$ cat config.mk
export PLATFORM = sky130hd
export DESIGN_NAME = modn_chain_cnt
export DESIGN_NICKNAME = d
export VERILOG_FILES = /design/src/rtl/modn_chain_cnt.sv
export SDC_FILE = /design/constraint.sdc
export NUM_CORES = 1
export LEC_CHECK = 0
export BUFFER_PORTS_ARGS = -buffer_cell sky130_fd_sc_hd__buf_2
export CORE_MARGIN = 2
export CORE_UTILIZATION = 45
export DETAILED_ROUTE_END_ITERATION = 6
export PLACE_DENSITY = 0.71
export SETUP_SLACK_MARGIN = 0.5
export SYNTH_ARGS = -nofsm -noshare
export SYNTH_HDL_FRONTEND = slang
export SYNTH_SLANG_ARGS = --single-unit
$ cat constraint.sdc
create_clock -name clk -period 2 [get_ports clk]
set_input_delay 0.4 -clock clk [delete_from_list [all_inputs] [get_ports clk]]
set_output_delay 0.4 -clock clk [all_outputs]
set_load 0.02 [all_outputs]
$ cat src/rtl/modn_chain_cnt.sv
// modn_chain_cnt: cascaded modulo-MOD counter with DIGITS digits.
// Ports:
//   clk       rising-edge clock
//   reset     synchronous active-low clear of q, wrap, load_err
//   pause     1 holds the count
//   up        1 counts up, 0 counts down
//   load      parallel load strobe (wins over pause and count)
//   load_val  load value, digit k at [k*W +: W]
//   q         registered count, same packing as load_val
//   tc        combinational terminal count (cascade enable)
//   wrap      registered one-cycle roll pulse
//   load_err  registered one-cycle out-of-range load pulse
module modn_chain_cnt #(
    parameter int MOD      = 10,
    parameter int DIGITS   = 2,
    parameter int W        = 4,
    parameter bit SATURATE = 1'b0
) (
    input  logic                clk,
    input  logic                reset,
    input  logic                pause,
    input  logic                up,
    input  logic                load,
    input  logic [DIGITS*W-1:0] load_val,
    output logic [DIGITS*W-1:0] q,
    output logic                tc,
    output logic                wrap,
    output logic                load_err
);

    localparam logic [W-1:0] DMAX = W'(MOD - 1);
    // One extra bit so a field equal to 2**W-1 can be
    // compared against MOD without truncation.
    localparam logic [W:0]   DMOD = (W+1)'(MOD);

    // cy_up[k]: all digits below k are at MOD-1.
    // cy_dn[k]: all digits below k are at 0.
    logic [DIGITS:0]     cy_up;
    logic [DIGITS:0]     cy_dn;
    logic                at_lim;
    logic [DIGITS*W-1:0] cnt_nx;
    logic [DIGITS*W-1:0] ld_nx;
    logic                ld_bad;

    always_comb begin
        cy_up[0] = 1'b1;
        cy_dn[0] = 1'b1;
        for (int k = 0; k < DIGITS; k++) begin
            cy_up[k+1] = cy_up[k] & (q[k*W +: W] == DMAX);
            cy_dn[k+1] = cy_dn[k] & (q[k*W +: W] == '0);
        end
    end

    assign at_lim = up ? cy_up[DIGITS] : cy_dn[DIGITS];
    assign tc     = at_lim & ~pause & ~load;

    // At the limit every digit is enabled and rolls,
    // so the wrap value falls out of the per-digit rule.
    always_comb begin
        cnt_nx = q;
        for (int k = 0; k < DIGITS; k++) begin
            if (up && cy_up[k]) begin
                if (q[k*W +: W] == DMAX)
                    cnt_nx[k*W +: W] = '0;
                else
                    cnt_nx[k*W +: W] = q[k*W +: W] + W'(1);
            end else if (!up && cy_dn[k]) begin
                if (q[k*W +: W] == '0)
                    cnt_nx[k*W +: W] = DMAX;
                else
                    cnt_nx[k*W +: W] = q[k*W +: W] - W'(1);
            end
        end
    end

    // Out-of-range fields load 0 in that digit only.
    always_comb begin
        ld_nx  = load_val;
        ld_bad = 1'b0;
        for (int k = 0; k < DIGITS; k++) begin
            if ({1'b0, load_val[k*W +: W]} >= DMOD) begin
                ld_nx[k*W +: W] = '0;
                ld_bad          = 1'b1;
            end
        end
    end

    always_ff @(posedge clk) begin
        if (!reset) begin
            q        <= '0;
            wrap     <= 1'b0;
            load_err <= 1'b0;
        end else if (load) begin
            q        <= ld_nx;
            wrap     <= 1'b0;
            load_err <= ld_bad;
        end else if (pause) begin
            wrap     <= 1'b0;
            load_err <= 1'b0;
        end else begin
            load_err <= 1'b0;
            if (SATURATE && at_lim) begin
                wrap <= 1'b0;
            end else begin
                q    <= cnt_nx;
                wrap <= at_lim & ~SATURATE;
            end
        end
    end

endmodule
## Word level (Yosys, flattened, before mapping)

Cells that the tools add are included.
Widths: inputs -> output; s select.

- Register bits after elaboration: 10
- Output and inout port bits: 11
- Logic and storage cells: 43

- $add $sub $neg: 4
- Magnitude comparators: 2
- Eq/ne operators: 3
- Multiplexer cells: 14
- Bitwise logic cells: 7
- Reduce and logical (&&, ||, !) cells: 9

Operators by type and width:

| cell | number |
|---|---|
| $mux 4 | 9 |
| $mux 8 | 2 |
| $add 4x1->4 const B | 2 |
| $eq 4x4->1 const B | 2 |
| $ge 4x4->1 const B | 2 |
| $logic_not 4->1 | 2 |
| $sub 4x1->4 const B | 2 |
| $and 1x1->1 | 4 |
| $reduce_and 2->1 | 2 |
| $mux 1 | 3 |
| $not 1->1 | 3 |
| $reduce_bool 3->1 | 1 |
| $reduce_or 3->1 | 1 |
| $logic_and 1x1->1 | 2 |
| $ne 2x1->1 const B | 1 |
| $logic_not 1->1 | 1 |

## Depth between registers and ports, before layout

- Depth in word-level cells: 6
- Mapped depth: 6

## Least setup slack after synthesis

OpenSTA, ideal clock, no wires.

- Kind: flip-flop to output port
- Start point: reg q[4]
- End point: out tc
- Arrival: 1.590 ns
- Data required time: 1.600 ns
- Setup slack: 0.010 ns
- Cell stages (with the launch flop): 6
- Buffers on the path: 1
- Cell sequence: dfxtp_1 > buf_2 > or4_4 > nor2_1 > a31oi_1 > nor4_2

- Word-level cells in the longest chain between the ends: 5

Ends and longest elaborated chain:

| what | RTL line | text |
|---|---|---|
| start, declared | 25 | `output logic [DIGITS*W-1:0] q,` |
| start signal, assigned | 94 | `q <= ld_nx;` |
| start signal, assigned | 105 | `q <= cnt_nx;` |
| $eq 4x4->1 / $logic_not 4->1 (equally long branches) | 49, 50 |  |
| $and 1x1->1, on equally long branches | 49, 50 |  |
| $mux 1 * | 54 | `assign at_lim = up ? cy_up[DIGITS] : cy_dn[DIGITS];` |
| $and 1x1->1 * (2 in a row) | 55 | `assign tc = at_lim & ~pause & ~load;` |
| end, declared | 26 | `output logic tc,` |

Every way passes the cells marked *; elsewhere a longest branch is shown, timed or not.

## Final worst setup path

- Start point: reg q[3]
- End point: out tc

The elaborated chain is that of the path after synthesis.

==> out/metrics.csv <==
stage,metric,value,unit
setup_path,endpoint_kind,output pin,
floorplanning,die_h,46.2,µm
clock_tree,cts_tree,built,
yosys,synthXorXnorAreaFrac,6.55,%
yosys,syn_avg_cell_area,7.43,µm²
timing,skew,0.00754,ns
grt,grt-ovfl-total,0,
clock_tree,clock_sinks,10,
yosys,ys_warn_count,0,
detailed_routing,ant_nets,0,
timing,worst_slew_pin_slew,0.392,ns
worst_hold_path,hp-start,load_val[0],
finish,n_fill_cell,163,
floorplanning,die_x,46.2,µm
grt,grt_pass1_wl,3310,µm
floorplanning,num_rows,15,
outcome,violations,negative setup slack,
timing,final.setup.worst_slack,-0.0678,ns
timing,period_needed,2.07,ns
clock_tree,clockBufferDepth,2,
detailed_routing,initialDrtViolationCount,7,
clock_tree,htree_levels,1,
power_and_ir_drop,p_leak,0.472,nW
placed_design,dp_hpwl,1390,µm
finish,n_antenna_cell,0,
yosys,synthCells,108,
timing,hold_violations,0,
detailed_routing,drt-pass1-iter-count,4,
detailed_routing,viasPerCell,5.57,
detailed_routing,drc,0,
finish,fin_util,61.9,%
clock_tree,root_buffer,clkbuf_4,
placed_design,routabilityCongestion,0.840,
grt,grt_pass1_vias,773,
yosys,synth.distinct_cells,41,
setup_path,cp_data_required_time,1.60,ns
yosys,synthSimpleGateAreaFrac,33.4,%
timing,fmax,0.484,GHz
finish,drive_gt1_share,40.3,%
flow_run,max-cap-violations,0,
floorplanning,initial_core_util,47.0,%
clock_tree,clkLatencyLatePin,0.27,ns
setup_path,path_max_fanout,2,
worst_hold_path,hold_path_depth,3,
yosys,synthMuxAreaShare,0,%
setup_path,critPathLaunch,q[3],
outcome,status,finished with violations,
yosys,netlist_area,802,µm²
yosys,syn_nets,121,
timing,min_period_over_period,103,%
yosys,synth_top_family_by_area,simple AND/OR/NAND/NOR gates,
placed_design,pre_cts_slack,0.139,ns
finish,nets,148,
floorplanning,die_area,0.00214,mm²
yosys,synth_adder_area_share,0,%
floorplanning,io_pins,24,
power_and_ir_drop,pwr_density_cell,573,mW/mm²
timing,hold_slack,0.429,ns
setup_path,cp.arrival,1.67,ns
clock_tree,clkTransAtPathRegs,0.07,ns
floorplanning,core,0.00171,mm²
grt,antenna_found_initial,0,
timing,setup_viol,1,
placed_design,port_buffers,23,
yosys,synth_compound_area_share,26.2,%
worst_hold_path,min_path_type,in -> reg,
clock_tree,cts_buffers,3,
yosys,ys_seq_area_share,25.0,%
detailed_routing,wl_per_cell,13.1,µm
timing,maxSlewViolCount,0,
detailed_routing,wl,2090,µm
finish,area_growth,31.8,%
detailed_routing,vias,885,
timing,rsz0062_at_grt,yes,
grt,grt_usage,21.2,%
yosys,synth_seq_cells,10,
clock_tree,cts_hold_buf,0,
setup_path,r2r_start,q[3],
grt,grt_max_degree,20,
setup_path,crit_type,reg -> out,
power_and_ir_drop,peakVddDrop,0.376,mV
timing,maxSlewHeadroom,73.2,%
setup_path,startpoint_type,flip-flop,
setup_path,rr_worst_depth,5,
-- cell families after synthesis --
family / after synthesis
and+or+nand+nor: 47
xor gates and xnor gates: 6
AOI/OAI and AO/OA: 31
DFF: 10
buffers and inverters: 14
-- flip-flops by register name, indices dropped and copies added, names as in the netlist --
signal / flops
load_err: 1
q: 8
wrap: 1
-- Yosys cell counts --
library cell   n  share of area (%)
nor3_4         1                2.0
nand4_1        1               0.78
a21boi_0       1               0.94
inv_1          3                1.4
and2_1         1               0.78
o21ai_0       12                7.5
xnor2_1        3                3.3
a21boi_1       1               0.94
buf_6          2                2.8
nand3_1        7                4.4
a21oi_1        3                1.9
a32o_1         1                1.2
dfxtp_1       10                 25
o211a_1        1                1.2
o32ai_1        1                1.1
nor3_1         4                2.5
a31oi_1        2                1.6
xor2_1         3                3.3
clkbuf_2       1               0.62
clkbuf_1       6                2.8
o21ai_1        1               0.62
a2111oi_0      1                1.1
o21ai_2        1                1.1
or4_4          1                1.4
a2111oi_2      1                1.9
nor3b_1        1               0.94
and3_1         2                1.6
nand2_1       10                4.7
o31a_1         1                1.1
a211o_1        1                1.1
nor4_1         1               0.78
buf_2          2                1.2
nand3b_1       2                1.9
or4_1          3                2.8
o21a_1         2                1.9
nor2_1         8                3.7
and3_2         1               0.94
nor4_2         1                1.6
and4_1         1                1.1
nor2b_1        2                1.6
a31o_1         1                1.1
-- worst max-delay path, stage by stage, from the launching register on --
cell and delay (ns):
dfxtp_4 0.35, or4_4 0.54, nor2_2 0.10, a31oi_1 0.07, nor4_4 0.17, buf_4 0.18
-- routing by layer --
metal	part of all wire, %	routed length (µm)	global-route usage, %	vias up
met4	2.1	43	5.71	0
met3	3.3	69	4.71	4
li1	-	-	-	444
met1	45	937	25.5	420
met5	0	0	0	-
met2	50	1040	37.5	17
-- what timing repair did --
| action | 4_1_cts | 5_1_grt |
|---|---|---|
| setup endpoints to repair | 4 | 6 |
| cloned | 0 | 0 |
| buffers inserted | 4 | 2 |
| resized for setup | 8 | 4 |
| pin swaps | 4 | 1 |
-- stage by stage --
stage | cells | cell area (µm²) | power [W] | TNS, ns
2_1_floorplan | 108 | 848 | 0.000362 | 0
3_3_place_gp | 149 | 933 | 0.000393 | 0
3_5_place_dp | 149 | 933 | 0.000397 | 0
4_1_cts | 157 | 1030 | 0.000601 | -0.0728
5_1_grt | 159 | 1060 | 0.000634 | -0.147
6_report | 159 | 1060 | 0.000606 | -0.0678
-- final timing paths --
kind              slack [ns]    to
setup / recovery       -0.07    tc
hold reg to reg         0.59  q[1]
setup reg to reg        0.44  q[5]
hold / removal          0.43  q[0]
-- layout by cell type, fill, tap and decap left out, types with 3 or more instances in the layout --
cell type / instances
nor3_1: 3
buf_4: 10
nor2_1: 7
dfxtp_2: 3
a21oi_1: 3
clkbuf_4: 3
inv_1: 3
xor2_1: 3
dfxtp_1: 4
buf_2: 22
nand2_1: 10
xnor2_1: 3
o21ai_0: 12
dfxtp_4: 3
nand3_1: 6
-- area by class of cell --
type	instances	area, µm²	share of cell area, %
Clock buffer	4	36.3	3.43
Multi-Input combinational cell	84	567	53.6
Sequential cell	10	215	20.4
Timing Repair Buffer	33	196	18.6
Inverter	3	11.3	1.07
Tap cell	25	31.3	2.96
-- where the power goes --
part / total [W] / internal [W] / switching, W
logic: 0.000185 / 0.0000829 / 0.000102
registers: 0.000229 / 0.000211 / 0.0000182
clock network: 0.000192 / 0.000111 / 0.0000815
Note: power is estimated with default switching activity, not from simulation.
